File: src/rtl/mux_pkg.sv
// Shared types and default sizes for the operand selector family.
package mux_pkg;

  typedef enum logic [1:0] {
    EMPTY = 2'd0,
    ONE   = 2'd1,
    FULL  = 2'd2
  } mux_state_e;

  localparam int MUX_WIDTH_DEF = 16;
  localparam int MUX_N_IN_DEF  = 3;

endpackage

File: src/rtl/mux_n_comb.sv
// Purely combinational N-input, WIDTH-bit binary-select multiplexer.
// Selects outside 0..N_IN-1 yield an all-zero word.
module mux_n_comb #(
  parameter int WIDTH = 16,
  parameter int N_IN  = 3,
  parameter int SEL_W = (N_IN > 2) ? $clog2(N_IN) : 1
) (
  input  logic [N_IN*WIDTH-1:0] in_data,
  input  logic [SEL_W-1:0]      sel,
  output logic [WIDTH-1:0]      out_data
);

  logic [WIDTH-1:0] slot [N_IN];

  generate
    for (genvar gi = 0; gi < N_IN; gi++) begin : g_slot
      assign slot[gi] = in_data[gi*WIDTH +: WIDTH];
    end
  endgenerate

  always_comb begin
    out_data = '0;
    for (int k = 0; k < N_IN; k++) begin
      if (sel == SEL_W'(k)) out_data = slot[k];
    end
  end

endmodule

File: src/rtl/mux_sel_pipe.sv
// Registered N-input operand selector with a 2-entry skid buffer behind valid/ready.
// Optional MUX_SEL_ERR_EN adds a sticky sel_err output for out-of-range selects.
module mux_sel_pipe
  import mux_pkg::*;
#(
  parameter int WIDTH = MUX_WIDTH_DEF,
  parameter int N_IN  = MUX_N_IN_DEF,
  localparam int SEL_W = (N_IN > 2) ? $clog2(N_IN) : 1
) (
  input  logic                  clk,
  input  logic                  rst,
  input  logic [N_IN*WIDTH-1:0] in_data,
  input  logic [SEL_W-1:0]      in_sel,
  input  logic                  in_valid,
  output logic                  in_ready,
  input  logic                  flush,
`ifdef MUX_SEL_ERR_EN
  output logic                  sel_err,
`endif
  output logic [WIDTH-1:0]      out_data,
  output logic [SEL_W-1:0]      out_sel,
  output logic                  out_valid,
  input  logic                  out_ready
);

  mux_state_e       state_reg, state_next;
  logic [WIDTH-1:0] main_data_reg, skid_data_reg, cap_data;
  logic [SEL_W-1:0] main_sel_reg, skid_sel_reg;
  logic             accept, consume;
  logic             load_main_new, load_main_skid, load_skid;

  // Handshake outputs decode registered state only; out_ready never reaches in_ready.
  assign in_ready  = (state_reg != FULL);
  assign out_valid = (state_reg != EMPTY);
  assign accept    = in_valid && in_ready;
  assign consume   = out_valid && out_ready;

  assign out_data  = main_data_reg;
  assign out_sel   = main_sel_reg;

  mux_n_comb #(
    .WIDTH (WIDTH),
    .N_IN  (N_IN),
    .SEL_W (SEL_W)
  ) u_mux (
    .in_data  (in_data),
    .sel      (in_sel),
    .out_data (cap_data)
  );

  always_comb begin
    state_next     = state_reg;
    load_main_new  = 1'b0;
    load_main_skid = 1'b0;
    load_skid      = 1'b0;
    if (flush) begin
      state_next = EMPTY;
    end else begin
      case (state_reg)
        EMPTY: begin
          if (accept) begin
            state_next    = ONE;
            load_main_new = 1'b1;
          end
        end
        ONE: begin
          if (accept && consume) begin
            load_main_new = 1'b1;
          end else if (accept) begin
            state_next = FULL;
            load_skid  = 1'b1;
          end else if (consume) begin
            state_next = EMPTY;
          end
        end
        FULL: begin
          if (consume) begin
            state_next     = ONE;
            load_main_skid = 1'b1;
          end
        end
        default: state_next = EMPTY;
      endcase
    end
  end

  always_ff @(posedge clk or posedge rst) begin
    if (rst) begin
      state_reg     <= EMPTY;
      main_data_reg <= '0;
      main_sel_reg  <= '0;
      skid_data_reg <= '0;
      skid_sel_reg  <= '0;
    end else begin
      state_reg <= state_next;
      if (load_main_new) begin
        main_data_reg <= cap_data;
        main_sel_reg  <= in_sel;
      end else if (load_main_skid) begin
        main_data_reg <= skid_data_reg;
        main_sel_reg  <= skid_sel_reg;
      end
      if (load_skid) begin
        skid_data_reg <= cap_data;
        skid_sel_reg  <= in_sel;
      end else if (load_main_skid) begin
        skid_data_reg <= '0;
        skid_sel_reg  <= '0;
      end
    end
  end

`ifdef MUX_SEL_ERR_EN
  logic sel_oor;
  logic sel_err_reg;

  assign sel_oor = ({1'b0, in_sel} >= (SEL_W+1)'(N_IN));
  assign sel_err = sel_err_reg;

  // Sticky until reset; a flush deliberately leaves it set.
  always_ff @(posedge clk or posedge rst) begin
    if (rst) begin
      sel_err_reg <= 1'b0;
    end else if (accept && sel_oor) begin
      sel_err_reg <= 1'b1;
    end
  end

  always @(posedge clk) begin
    if (!rst) begin
      assert (!(accept && sel_oor))
        else $error("mux_sel_pipe: out-of-range select %0d accepted", in_sel);
    end
  end
`endif

endmodule

File: config.mk
export PLATFORM = sky130hd
export DESIGN_NAME = mux_sel_pipe
export DESIGN_NICKNAME = d
export VERILOG_FILES = /design/src/rtl/mux_pkg.sv /design/src/rtl/mux_n_comb.sv /design/src/rtl/mux_sel_pipe.sv
export SDC_FILE = /design/constraint.sdc
export NUM_CORES = 1
export LEC_CHECK = 0
export CAP_MARGIN = 25
export CORE_ASPECT_RATIO = 0.9
export CORE_UTILIZATION = 49
export DETAILED_ROUTE_END_ITERATION = 8
export MAX_ROUTING_LAYER = met4
export PLACE_DENSITY = 0.95
export SETUP_SLACK_MARGIN = 0.4
export SYNTH_ARGS = -nofsm -noshare
export SYNTH_HDL_FRONTEND = slang
export SYNTH_SLANG_ARGS = --single-unit
File: constraint.sdc
create_clock -name clk -period 3.1 [get_ports clk]
set_clock_uncertainty 0.2 [all_clocks]
set_input_delay 0.465 -clock clk [delete_from_list [all_inputs] [get_ports clk]]
set_output_delay 0.465 -clock clk [all_outputs]
set_load 0.01 [all_outputs]
Word level (Yosys, flattened, before mapping)
Cells that the tools add are included.
Widths: inputs -> output; s select.
- latch bits: 0
- memories: 0
- RAM bits: 0
- bits of input ports: 55
- register bits: 38
- word-level logic and storage cells: 51
- ROM bits: 0
- eq/ne operators: 9
- divide/modulo/power cells: 0
- $lt $le $gt $ge: 0
- multiplexer cells: 28
- $add $sub $neg: 0
- reduce and logical (&&, ||, !) cells: 9
- shift-type cells: 0
- multipliers: 0
- bitwise logic cells: 0
- operators with widths (kind ; count):
    $mux 16 ; 7
    $mux 2 ; 10
    $mux 1 ; 9
    $ne 3x3->1 const B ; 3
    $pmux 2 s3 ; 1
    $reduce_bool 2->1 ; 3
    $eq 2x1->1 const B ; 2
    $eq 2x2->1 const B ; 2
    $logic_not 2->1 ; 2
    $ne 4x4->1 const B ; 1
    $reduce_and 4->1 ; 1
    $logic_and 1x1->1 ; 3
    $ne 2x2->1 const B ; 1
    $pmux 1 s2 ; 1

Logic depth before layout (Yosys ltp)
- depth in word-level cells: 7
- mapped depth: 6
- gate-level depth less buffers: 3

Cells and area by module
Synthesis repeated with hierarchy kept, for this count alone.
- cell total of the unflattened synthesis: 199
- area total of the unflattened synthesis: 2092.0 um2
- modules (own cells, without submodules) (module ; cells each ; instances ; area each (um2)):
    mux_sel_pipe ; 160 ; 1 ; 1710.4
    mux_n_comb ; 39 ; 1 ; 381.6

Least setup slack after synthesis
Ideal clock, no wire load.
- path type: in2reg
- from: in in_sel[0]
- to: reg main_data_reg[13], in the netlist out_data[13]
- path slack: 1403 ps
- buffers on the path: 2
- library setup time: 129 ps
- stages on the path: 5
- data required time: 2771 ps
- arrival: 1368 ps
- path through: buf_2 -> buf_4 -> mux2i_1 -> a2bb2oi_1 -> mux2i_1
- cells in the longest elaborated chain, start to end: 5
- elaborated cells between the ends (all ways): 7
- classes of those cells: eq/ne (2); mux (4); reduce/logical (1)
- RTL lines (what ; RTL line ; text):
    from (decl) ; mux_sel_pipe.sv:13 ; input logic [SEL_W-1:0] in_sel,
    $logic_not 2->1 ; mux_n_comb.sv:24 ; if (sel == SEL_W'(k)) out_data = slot[k];
    $mux 16 (2 in series) ; mux_n_comb.sv:24 ;
    $mux 16 (*) ; mux_n_comb.sv:24 ;
    $mux 16 (*) ; mux_sel_pipe.sv:96 ; if (load_main_new) begin
    to (signal assigned) ; mux_sel_pipe.sv:97 ; main_data_reg <= cap_data;
    to (signal assigned) ; mux_sel_pipe.sv:100 ; main_data_reg <= skid_data_reg;
    to (decl) ; mux_sel_pipe.sv:27 ; logic [WIDTH-1:0] main_data_reg, skid_data_reg, cap_data;
Every way passes the cells marked *; elsewhere a longest branch is shown, timed or not.
A chain may end at the register's enable or synchronous reset.

Worst setup path after layout
- from: reg state_reg[1]
- to: out out_valid
- cells in the longest elaborated chain, start to end: 1
- RTL lines (what ; RTL line ; text):
    from (decl) ; mux_sel_pipe.sv:26 ; mux_state_e state_reg, state_next;
    from (signal assigned) ; mux_sel_pipe.sv:95 ; state_reg <= state_next;
    $reduce_bool 2->1 ; mux_sel_pipe.sv:34 ; assign out_valid = (state_reg != EMPTY);
    to (decl) ; mux_sel_pipe.sv:22 ; output logic out_valid,
Every way passes these cells.

==> PnR_summary.wiki <==
{| class="wikitable"
! Metric !! Value
|-
| Run status || finished clean
|-
| Maximum ir drop on the vdd rail || roughly 0.28 mV
|-
| DR pass1 iterations || 4
|-
| Via count of the first global-routing pass || approximately 1,900
|-
| Number of flops mapped to enable cells by yosys || 0
|-
| Proportion of synthesized flip-flops having asynchronous set or reset || between 90% and 100%
|-
| Effective utilization at floorplan || a little over half
|-
| Half-perimeter wire length of the detailed placement result || approximately 3800 microns
|-
| Top_reg_cell synth || dfrtp_1
|-
| Post-Layout Inst Area || 3010 sq um
|-
| Total Die Area || ~4700 sq um
|-
| Synth-to-Final Area Change || 38.2%
|-
| Time the worst path needs with I/O delays and setup || 2.25 ns
|-
| Final Non-Filler Cells || around 320
|-
| Worst-case setup slack after placement || 0.585 ns
|-
| Antenna diode instance count || 0
|-
| Syn avg cell area || 11.7 sq um
|-
| HP Class || flip-flop to flip-flop
|-
| Synth Instances || approximately 190
|-
| Worst-skew pair later-pin latency || roughly 0.3 ns
|-
| Number of sinks driven by the clock tree || 38
|-
| Worst-case clock buffer depth || 2
|-
| Count of final setup violators || 0
|-
| Remaining antenna violation count || 0
|-
| H-tree depth || 2
|-
| Startpoint of the worst register-to-register path || state_reg[1]$_DFFE_PP0P_
|-
| Unrepaired setup endpoints after global routing || false
|-
| CTS root buf || clkbuf_8
|-
| Hold Violations, Final || 0
|-
| Share of layout cells above drive strength 1 || a little under an eighth
|-
| Number of maximum-capacitance constraint violations || 0
|-
| Type of element capturing the critical path || output pin
|-
| Average vias per placed instance || 5.61
|-
| Critical path start-end classification || flip-flop to output pin
|-
| Largest net degree at the start of global routing || 39
|-
| Global-route wire length before repair || around 9000 microns
|-
| Bufs and invs on worst path || 1
|-
| Worst endpoint required time || 2.43 ns
|-
| Final total power || around 1.5 mW
|-
| Clock transition at path regs || 0.07 ns
|-
| Delay-heaviest family, CP || flip-flops
|-
| PnR worst setup slack || between 0.8 and 0.9 ns
|-
| #FFs+latches synth || 38
|-
| Number of CTS-inserted buffers || 5
|-
| # Post-CTS Setup Buffers || 0
|-
| Boundary pin count || 75
|-
| Layout Nets || approximately 310
|-
| Maximum clock frequency || around 0.44 GHz
|-
| Sequential area share after synthesis || 43.6%
|-
| Reg2reg setup slack || around 1.0 ns
|-
| Starting DRT DRC Count || 165
|-
| Synthesized net count || ~240
|-
| Die Wd || ~72 microns
|-
| Antenna violations before repair || 0
|-
| WL per Instance || between 15 and 20 microns
|-
| Post-synth top cells || 43 x mux2i_1, 38 x dfrtp_1, 16 x a2bb2oi_1, 11 x o21ai_1, 10 x o211ai_2
|-
| Final routed DRC violation total || 0
|-
| Number of unique standard cell types used by synthesis || 35
|-
| Crit Path Max Fanout || 9
|-
| Vias after detailed routing || between 1,500 and 2,000
|-
| Number of gates resized after cts || 0
|-
| Final max-slew violation count || 0
|-
| Row Count || 22
|-
| Pwr Density || between 400 and 500 nW/um^2
|-
| Arrival time reported for the critical path endpoint || ~1.6 ns
|-
| Layout filler cell count || 299
|-
| Height of the die || around 65 microns
|-
| Headroom to the max-slew limit || a little over 60%
|-
| Worst Min Path Start || skid_data_reg[8]$_DFFE_PP0P_
|-
| Slowest-stage cell, CP || dfrtp_1
|-
| Synth top area cells || dfrtp_1 44%, mux2i_1 20%, a2bb2oi_1 6.4%
|-
| Number of port buffers || 74
|-
| Final routed wirelength across all metal layers || around 5400 microns
|-
| Crit path launch type || flip-flop
|-
| Most repeated cell in the gate-level netlist after synthesis || mux2i_1
|-
| Total number of yosys warnings || 0
|-
| Total Negative Setup Slacks || 0 ns
|-
| Worst stage delay on the critical path || 0.49 ns
|-
| TritonCTS clock tree || built
|-
| Worst path cell trace || or2_2 -> clkdlybuf4s50_1
|-
| Post-placement cell count || 311
|-
| Hold Buf Count CTS || 0
|-
| Fraction of the cycle the final worst path needs || approximately 73%
|-
| Static leakage power || around 1.3 nW
|-
| Worst hold endpoint || out_data[8]$_DFFE_PP0P_
|-
| Area share of the largest cell type after synthesis || around 44%
|-
| Reg2reg end || skid_data_reg[10]$_DFFE_PP0P_
|-
| Post-Syn Area || about 2200 sq um
|-
| Placeable core region || around 4200 sq um
|-
| Cell depth of the worst hold path || 2
|-
| Gr ovfl total || 0
|-
| Path depth of the worst reg2reg path || 4
|-
| Total routing usage reported by global routing || 26.4%
|-
| Cell taking the most area after synthesis || dfrtp_1
|-
| GPL Wtd Cong || roughly 0.77
|-
| Placement-stage cell area || roughly 2900 sq um
|-
| Actual slew at the worst max-slew pin || 0.590 ns
|}
[power breakdown]
group	internal, mW	switching [mW]	total, mW
registers	0.601	0.0684	0.669
logic	0.259	0.181	0.440
clock network	0.179	0.174	0.353
[stage by stage]
stage | hold WS, ns | util (%)
floorplan | 0.256 | -
global placement | 0.272 | 69.6
detailed placement | 0.301 | 69.8
CTS | 0.317 | 72.0
global route | 0.341 | 72.0
finish | 0.313 | 72.0
[logic make-up (layout without fill, tap and decap cells)]
| kind of cell | after synthesis | in the layout | share of synthesized area, % |
|---|---|---|---|
| simple gates | 22 | 22 | 6.78 |
| compound gates | 61 | 61 | 22.8 |
| mux | 43 | 43 | 19.7 |
| flops | 38 | 38 | 43.6 |
| buf+inv | 23 | 95 | 7.00 |
[layer usage]
layer	global-route usage, %	share of wire [%]	vias up
met5	-	0	-
met1	31.0	41	866
met3	7.52	5.9	9
li1	-	-	846
met2	42.9	51	70
met4	10.8	2.2	0
[worst reg2reg max path, cell delays in order, from the launching register on]
cell	delay, ns
dfrtp_1	0.49
or3b_1	0.63
buf_4	0.29
o211ai_1	0.19
o21ai_0	0.12
[cell type report]
| cell class | count | area, sq um | share of cell area [%] |
|---|---|---|---|
| Clock inverter | 1 | 5.00 | 0.166 |
| Timing Repair Buffer | 81 | 797 | 26.5 |
| Tap cell | 60 | 75.1 | 2.49 |
| Inverter | 6 | 22.5 | 0.748 |
| Clock buffer | 7 | 86.3 | 2.87 |
| Sequential cell | 38 | 951 | 31.6 |
| Multi-Input combinational cell | 126 | 1080 | 35.7 |
[cells in the final DEF, fill, tap and decap left out]
master and n:
or3b_1 1, dfrtp_1 38, a2bb2oi_1 16, buf_6 1
nand2b_1 1, clkbuf_1 1, or2_2 1, a21oi_1 1
o21ai_0 7, clkdlybuf4s50_1 74, nand4bb_1 1, clkinv_2 1
nor2b_1 1, mux2i_1 43, and2b_1 1, and4bb_2 1
a211oi_1 1, nand2_1 7, nand3b_1 1, o21ai_4 1
o211ai_1 8, clkbuf_8 6, buf_4 6, o221ai_1 3
or3b_2 1, nor2_1 1, inv_1 6, o211ai_2 10
nand3_1 2, a32oi_1 2, nand2_2 1, nor3b_4 1
o21ba_2 1, or2b_1 1, o21ai_1 11
[worst max path at each step]
stage	from	endpoint	cells after the start
2_1_floorplan	in_sel[0]	out_data[13]$_DFFE_PP0P_	5
3_3_place_gp	in_sel[1]	out_data[12]$_DFFE_PP0P_	4
3_5_place_dp	flush	skid_data_reg[10]$_DFFE_PP0P_	5
4_1_cts	state_reg[1]$_DFFE_PP0P_	out_valid	2
5_1_grt	out_ready	out_data[3]$_DFFE_PP0P_	5
6_report	state_reg[1]$_DFFE_PP0P_	out_valid	2
Note: power is estimated with default switching activity, not from simulation.
